`src/rtl/mac_stream_sequencer_pkg.sv`:
```
// rtl/mac_stream_sequencer_pkg.sv - shared types and constants for the MAC stream sequencer
package mac_stream_sequencer_pkg;

   typedef enum logic [1:0] {
      ST_IDLE   = 2'd0,
      ST_STREAM = 2'd1,
      ST_DRAIN  = 2'd2,
      ST_DONE   = 2'd3
   } state_t;

   localparam int ADDR_W_DEF = 15;

   // Cycles needed for the last skewed vector to clear the array.
   function automatic int DRAIN_CYC(input int n);
      return 2 * n;
   endfunction

endpackage

```
`src/rtl/mac_stream_sequencer_skew_shift.sv`:
```
// rtl/mac_stream_sequencer_skew_shift.sv - per-row valid skew chain with synchronous clear
module mac_stream_sequencer_skew_shift #(
   parameter int DEPTH = 4
) (
   input  logic             clk,
   input  logic             rst,
   input  logic             din,
   output logic [DEPTH-1:0] dout
);

   logic [DEPTH-1:0] chain_q;
   logic [DEPTH-1:0] chain_d;

   always_comb begin
      chain_d    = '0;
      chain_d[0] = din;
      for (int i = 1; i < DEPTH; i++) begin
         chain_d[i] = chain_q[i-1];
      end
   end

   always_ff @(posedge clk) begin
      if (rst) begin
         chain_q <= '0;
      end else begin
         chain_q <= chain_d;
      end
   end

   assign dout = chain_q;

endmodule

```
`src/rtl/mac_stream_sequencer.sv`:
```
// rtl/mac_stream_sequencer.sv - read-address, skew and drain sequencing for one systolic pass
module mac_stream_sequencer
   import mac_stream_sequencer_pkg::*;
#(
   parameter int ARRAY_N = 4,
   parameter int ADDR_W  = ADDR_W_DEF,
   parameter int LEN_W   = 8
) (
   input  logic               clk,
   input  logic               rst,
   input  logic               start,
   input  logic               mode_w,
   input  logic [ADDR_W-1:0]  base_addr,
   input  logic [LEN_W-1:0]   length,
   input  logic               hold,
   output logic               busy,
   output logic               done,
   output logic               rd_en,
   output logic [ADDR_W-1:0]  rd_addr,
   output logic [ARRAY_N-1:0] row_valid,
   output logic               wt_load,
   output logic               acc_en
);

   localparam int DRN_W = (DRAIN_CYC(ARRAY_N) > 1) ? $clog2(DRAIN_CYC(ARRAY_N)) : 1;
   localparam logic [DRN_W-1:0] DRAIN_LOAD = DRN_W'(DRAIN_CYC(ARRAY_N) - 1);

   state_t              state_q, state_d;
   logic [LEN_W-1:0]    cnt_q, cnt_d;
   logic [LEN_W-1:0]    len_q, len_d;
   logic [ADDR_W-1:0]   base_q, base_d;
   logic                mode_q, mode_d;
   logic [DRN_W-1:0]    drain_q, drain_d;
   logic                rd_en_q, rd_en_d;
   logic [ADDR_W-1:0]   rd_addr_q, rd_addr_d;
   logic                busy_q, busy_d;
   logic                done_q, done_d;

   // cnt counts reads already issued; the first read goes out on the start edge.
   always_comb begin
      state_d   = state_q;
      cnt_d     = cnt_q;
      len_d     = len_q;
      base_d    = base_q;
      mode_d    = mode_q;
      drain_d   = drain_q;
      rd_en_d   = 1'b0;
      rd_addr_d = rd_addr_q;
      case (state_q)
         ST_IDLE: begin
            if (start) begin
               if (length != '0) begin
                  state_d   = ST_STREAM;
                  mode_d    = mode_w;
                  base_d    = base_addr;
                  len_d     = length;
                  cnt_d     = LEN_W'(1);
                  rd_en_d   = 1'b1;
                  rd_addr_d = base_addr;
               end else begin
                  state_d = ST_DONE;
               end
            end
         end
         ST_STREAM: begin
            if (cnt_q == len_q) begin
               state_d = ST_DRAIN;
               drain_d = DRAIN_LOAD;
            end else if (!hold) begin
               rd_en_d   = 1'b1;
               rd_addr_d = base_q + ADDR_W'(cnt_q);
               cnt_d     = cnt_q + LEN_W'(1);
            end
         end
         ST_DRAIN: begin
            if (drain_q == '0) begin
               state_d = ST_DONE;
            end else begin
               drain_d = drain_q - DRN_W'(1);
            end
         end
         ST_DONE: begin
            state_d = ST_IDLE;
         end
         default: begin
            state_d = ST_IDLE;
         end
      endcase
      busy_d = (state_d != ST_IDLE);
      done_d = (state_d == ST_DONE);
   end

   always_ff @(posedge clk) begin
      if (rst) begin
         state_q   <= ST_IDLE;
         cnt_q     <= '0;
         len_q     <= '0;
         base_q    <= '0;
         mode_q    <= 1'b0;
         drain_q   <= '0;
         rd_en_q   <= 1'b0;
         rd_addr_q <= '0;
         busy_q    <= 1'b0;
         done_q    <= 1'b0;
      end else begin
         state_q   <= state_d;
         cnt_q     <= cnt_d;
         len_q     <= len_d;
         base_q    <= base_d;
         mode_q    <= mode_d;
         drain_q   <= drain_d;
         rd_en_q   <= rd_en_d;
         rd_addr_q <= rd_addr_d;
         busy_q    <= busy_d;
         done_q    <= done_d;
      end
   end

   mac_stream_sequencer_skew_shift #(
      .DEPTH (ARRAY_N)
   ) u_skew (
      .clk  (clk),
      .rst  (rst),
      .din  (rd_en_q),
      .dout (row_valid)
   );

   assign busy    = busy_q;
   assign done    = done_q;
   assign rd_en   = rd_en_q;
   assign rd_addr = rd_addr_q;
   assign wt_load = mode_q & (|row_valid);
   assign acc_en  = ~mode_q & (|row_valid);

endmodule

```
`config.mk`:
```
export PLATFORM = sky130hd
export DESIGN_NAME = mac_stream_sequencer
export DESIGN_NICKNAME = d
export VERILOG_FILES = /design/src/rtl/mac_stream_sequencer_pkg.sv /design/src/rtl/mac_stream_sequencer_skew_shift.sv /design/src/rtl/mac_stream_sequencer.sv
export SDC_FILE = /design/constraint.sdc
export NUM_CORES = 1
export LEC_CHECK = 0
export ABC_AREA = 1
export CORE_MARGIN = 2
export CORE_UTILIZATION = 54
export CTS_CLUSTER_SIZE = 20
export DETAILED_ROUTE_END_ITERATION = 8
export PLACE_DENSITY = 0.87
export SYNTH_ARGS = -nofsm -noshare
export SYNTH_HDL_FRONTEND = slang
export SYNTH_SLANG_ARGS = --single-unit
```
`constraint.sdc`:
```
create_clock -name clk -period 2.26 [get_ports clk]
set_input_delay 0.678 -clock clk [delete_from_list [all_inputs] [get_ports clk]]
set_output_delay 0.678 -clock clk [all_outputs]
set_load 0.005 [all_outputs]
```
After elaboration in Yosys (flattened, before gate mapping)
Cells that the tools add are included.
- flip-flop bits (word level): 59
- input bits: 28
- logic and storage cells: 61
- add/subtract/negate cells: 3
- eq/ne operators: 11
- mux-type cells: 23
- bitwise logic cells: 3
- reductions and logical operators: 10
- operators with widths (cell ; count):
    two-way mux 15 bit ; 4
    two-way mux 8 bit ; 4
    one-hot mux 15 bit (2 select lines) ; 1
    one-hot mux 8 bit (2 select lines) ; 1
    adder 15 x 8 -> 15 bit ; 1
    inequality test 2 bit (second input constant) ; 6
    adder 8 x 1 -> 8 bit (second input constant) ; 1
    == test 8 bit ; 1
    two-way mux 2 bit ; 4
    one-hot mux 2 bit (4 select lines) ; 1
    nonzero test 8 bit ; 1
    == test 2 bit (second input constant) ; 3
    two-way mux 3 bit ; 2
    one-hot mux 3 bit (2 select lines) ; 1
    AND reduction 3 bit ; 2
    nonzero test 2 bit ; 3
    AND reduction 5 bit ; 1
    two-way mux 1 bit ; 4
    OR reduction 4 bit ; 1
    logical NOT 3 bit ; 1
    subtractor 3 x 1 -> 3 bit (second input constant) ; 1
    bitwise AND 1 bit ; 2
    == test 2 x 1 -> 1 bit (second input constant) ; 1
    logical NOT 2 bit ; 1
    2 further kinds ; 2

Logic depth before layout (Yosys ltp)
- depth after elaboration: 5
- depth in mapped cells: 13
- mapped depth without buffers: 13

Cells and area by module
Synthesis repeated with hierarchy kept, for this count alone.
- cells, all modules: 509
- area total of the unflattened synthesis: 3274.4 um2
- modules (own cells, without submodules) (module ; instances ; cells an instance ; area an instance (um2)):
    mac_stream_sequencer ; 1 ; 497 ; 3164.3
    mac_stream_sequencer_skew_shift ; 1 ; 12 ; 110.1

Worst setup path after synthesis
OpenSTA, ideal clock, no wires.
- kind: input -> register
- start point: input port length[4]
- end point: register rd_addr_q[5] (netlist: rd_addr[5])
- library setup time: 0.117 ns
- arrival: 1.703 ns
- slack: 0.440 ns
- cell stages on the path: 10
- cells stage by stage: nor2_1 -> nand3_1 -> nor2_1 -> buf_2 -> a21boi_4 -> nand2_2 -> clkinv_2 -> buf_6 -> o21ai_1 -> nor2_1
- longest elaborated chain between the ends: 3
- ends and longest elaborated chain (item ; line ; source):
    start: declaration ; mac_stream_sequencer.sv:14 ; input logic [LEN_W-1:0] length,
    nonzero test 8 bit ; mac_stream_sequencer.sv:52 ; if (length != '0) begin
    inequality test 2 bit (no source line) ; - ;
    AND reduction 5 bit (no source line) ; - ;
    end signal: assignment ; mac_stream_sequencer.sv:113 ; rd_addr_q <= rd_addr_d;
    end: declaration ; mac_stream_sequencer.sv:35 ; logic [ADDR_W-1:0] rd_addr_q, rd_addr_d;
No other way between the ends.
A chain may end at the register's enable or synchronous reset.

Worst setup path after layout
- start point: register u_skew.chain_q[2] (netlist: u_skew.dout[2])
- end point: output port acc_en
- longest elaborated chain between the ends: 2
- ends and longest elaborated chain (item ; line ; source):
    start: declaration ; mac_stream_sequencer_skew_shift.sv:11 ; logic [DEPTH-1:0] chain_q;
    start signal: assignment ; mac_stream_sequencer_skew_shift.sv:26 ; chain_q <= chain_d;
    OR reduction 4 bit ; mac_stream_sequencer.sv:133 ; assign acc_en = ~mode_q & (|row_valid);
    bitwise AND 1 bit ; mac_stream_sequencer.sv:133 ;
    end: declaration ; mac_stream_sequencer.sv:22 ; output logic acc_en
No other way between the ends.

==> flow_metrics.env <==
export IMPL_port_buffers=51
export IMPL_fin_ws_ns=0.0690
export IMPL_cts_buffer_depth=2
export IMPL_grt_total_usage=0.283
export IMPL_die_area_sq_um=6770
export IMPL_synth_top_cell_area_share=0.357
export IMPL_grt_pass1_vias=3168
export IMPL_grt_max_degree=37
export IMPL_postSynthCellCount=516
export IMPL_avgViaCountPerCell=5.25
export IMPL_final_util=0.708
export IMPL_wire_per_inst_microns=13.6
export IMPL_vias=3442
export IMPL_p_clk_frac=0.350
export IMPL_holdPathEnd="u_skew.dout[0]"
export IMPL_skew_ns=0.00759
export IMPL_antenna_found_initial=0
export IMPL_status="finished clean"
export IMPL_drt_first_pass_iters=5
export IMPL_root_buffer="clkbuf_8"
export IMPL_synth_seq_area_share=0.357
export IMPL_drt_iter0_markers=251
export IMPL_cts_inserted_buffers=9
export IMPL_final_nets=616
export IMPL_drive_gt1_frac=0.0723
export IMPL_fin_crit_ns=2.19
export IMPL_maxSlewHeadroom=0.665
export IMPL_r2r_cells=12
export IMPL_peakVddDrop_uv=457
export IMPL_die_y_microns=82.3
export IMPL_max_cap_viol_count=0
export IMPL_syn_nets=556
export IMPL_pre_cts_slack_ns=-0.0230
export IMPL_synth_top_area_cell="dfxtp_1"
export IMPL_reg2reg_slack_ns=0.20
export IMPL_n_antenna_cell=0
export IMPL_internal_power_mw=2.11
export IMPL_initial_utilization=0.559
export IMPL_post_cts_buffers=0
export IMPL_fmax_mhz=456
export IMPL_row_count=28
export IMPL_required_ns=1.58
export IMPL_async_flop_share=0
export IMPL_wl_mm=8.91
export IMPL_syn_area_per_cell_sq_um=6.41
export IMPL_setup_viol_count_final=0
export IMPL_leakage_nw=1.91
export IMPL_synth_edf_count=0
export IMPL_cp_data_arrival_time_ns=1.51
export IMPL_power_frac_seq=0.409
export IMPL_period_share=0.969
export IMPL_hpwl_mm=6.36
export IMPL_whs_path_depth=2
export IMPL_reg2reg_to="rd_addr[8]"
export IMPL_synth_distinct_cells=30
export IMPL_path_cells="nor4_4 > nor2_1 > clkdlybuf4s50_1"
export IMPL_clk_pin_slew_ns=0.07
export IMPL_cts_max_level=3
export IMPL_min_path_type="reg -> reg"
export IMPL_synth_seq_cells=59
export IMPL_ant_nets=0
export IMPL_crit_fanout=3
export IMPL_synthTopCellsByArea="dfxtp_1 (36%), nand2_1 (15%), nor2_1 (9.3%)"
export IMPL_insertion_delay_ns=0.35
export IMPL_min_delay_start="rd_en"
export IMPL_fp_dieW_microns=82.3
export IMPL_grt_ovfl_total=0
export IMPL_yosysWarnings=0
export IMPL_io_pins=52
export IMPL_end_kind="output port"
export IMPL_hold_viol=0
export IMPL_core_area_sq_um=5920
export IMPL_slowest_delay_ns=0.44
export IMPL_crit_type="reg -> out"
export IMPL_grt_first_pass_wirelength_mm=14.5
export IMPL_crit_start="u_skew.dout[2]"
export IMPL_tightestPinTransition_ns=0.499
export IMPL_n_fill_cell=494
export IMPL_rr_startpoint="cnt_q[0]"
export IMPL_power_density_nw_per_um2=719
export IMPL_areaGrowthSynthToFinish_pct=26.7
export IMPL_rsz0062_at_grt="no"
export IMPL_synthesis_area_sq_um=3310
export IMPL_clock_sinks=59
export IMPL_slew_viol_final=0
export IMPL_ys_flop_type="dfxtp_1"
export IMPL_gp_congestion=0.903
export IMPL_crit_slowest_cell="clkdlybuf4s50_1"
export IMPL_switching_share=0.301
export IMPL_drc=0
export IMPL_combPwrFrac=0.241
export IMPL_critPathLaunchType="register"
export IMPL_cts_tree="done"
export IMPL_hold_buffers=0
export IMPL_power_switching_mw=0.907
sequential cells by signal, indices dropped and copies added, names as in the netlist:
name	cells
base_q	15
rd_addr	15
cnt_q	8
len_q	8
u_skew.dout	4
drain_q	3
state_q	2
busy	1
done	1
mode_q	1
rd_en	1
cells in the mapped netlist, types with 5 or more instances:
cell type and instances:
nand3_1 28, dfxtp_1 59, o21ai_1 12, nand2_1 130
nor3_1 20, xnor2_1 8, inv_1 68, ha_1 11
nor2_1 82, clkbuf_1 12, xor2_1 5, o21ai_0 31
a21oi_1 29
worst max-delay path: cells and delay by family, from the launching register on:
kind / cells / cell delay (ns)
buffers and inverters: 1 / 0.44
flip-flops: 1 / 0.35
AND/OR/NAND/NOR: 2 / 0.38
per-stage QoR:
step / setup TNS, ns / hold WS (ns) / area, sq um / power [mW] / std cells
2_1_floorplan: 0 / 0.420 / 3310 / 1.65 / 516
3_3_place_gp: 0 / 0.414 / 3970 / 1.94 / 640
3_5_place_dp: -0.0490 / 0.411 / 3970 / 1.96 / 640
4_1_cts: 0 / 0.423 / 4180 / 3.00 / 656
5_1_grt: 0 / 0.438 / 4190 / 3.15 / 656
6_report: 0 / 0.419 / 4190 / 3.01 / 656
metal layers:
layer / vias to the layer above / routed length, microns / global-route usage
met2: 126 / 4250 / 0.466
li1: 1736 / - / -
met4: 0 / 191 / 0.123
met3: 20 / 540 / 0.0565
met5: - / 0 / 0
met1: 1560 / 3920 / 0.358
area by class of cell:
| cell class | count | area, sq um | share of cell area |
|---|---|---|---|
| Multi-Input combinational cell | 368 | 1780 | 0.424 |
| Sequential cell | 59 | 1180 | 0.282 |
| Timing Repair Buffer | 68 | 663 | 0.158 |
| Inverter | 70 | 264 | 0.0630 |
| Clock buffer | 11 | 131 | 0.0313 |
| Tap cell | 75 | 93.8 | 0.0224 |
| Clock inverter | 5 | 77.6 | 0.0185 |
what timing repair did:
action,CTS,global route
resized for setup,1,3
pin swaps,0,1
endpoints found under the setup margin,2,4
placed cells by master, fill, tap and decap left out:
cell / netlist / layout
a211oi_1: 1 / 1
a21boi_4: 1 / 1
a21oi_1: 29 / 29
buf_12: 0 / 2
buf_4: 1 / 15
bufinv_16: 0 / 2
clkbuf_1: 12 / 2
clkbuf_8: 0 / 9
clkdlybuf4s50_1: 0 / 51
clkinv_2: 1 / 3
clkinvlp_4: 0 / 1
dfxtp_1: 59 / 57
dfxtp_2: 0 / 2
fa_1: 1 / 1
ha_1: 11 / 11
inv_1: 68 / 68
inv_2: 1 / 1
nand2_1: 130 / 130
nand2_2: 2 / 2
nand3_1: 28 / 28
nand3_2: 1 / 1
nand3b_1: 1 / 1
nand4_1: 1 / 1
nor2_1: 82 / 82
nor2_4: 1 / 1
nor3_1: 20 / 20
nor4_4: 0 / 1
o21ai_0: 31 / 31
o21ai_1: 12 / 12
o21ai_2: 1 / 1
o22ai_1: 1 / 1
xnor2_1: 8 / 8
xor2_1: 5 / 5
logic make-up after synthesis:
family | Yosys count | share of synthesized area
adders and majority gates | 12 | 0.0477
AOI/OAI and AO/OA | 76 | 0.121
buffers and inverters | 89 | 0.110
DFF | 59 | 0.357
and+or+nand+nor | 267 | 0.329
xor gates and xnor gates | 13 | 0.0344
how the worst max path moves through the flow:
stage | end | depth (start not counted)
after floorplan | rd_addr[5] | 10
after global routing | acc_en | 3
after CTS | acc_en | 3
final | acc_en | 3
after global placement | rd_addr[14] | 11
after detailed placement | rd_addr[5] | 10
power groups by stage:
stage / clock network [mW] / registers, mW / logic (mW)
2_1_floorplan: 0 / 1.24 / 0.415
3_3_place_gp: 0 / 1.25 / 0.690
3_5_place_dp: 0 / 1.25 / 0.710
4_1_cts: 1.05 / 1.23 / 0.719
5_1_grt: 1.10 / 1.24 / 0.810
6_report: 1.05 / 1.23 / 0.726
Power figures use the tool's default switching activity.
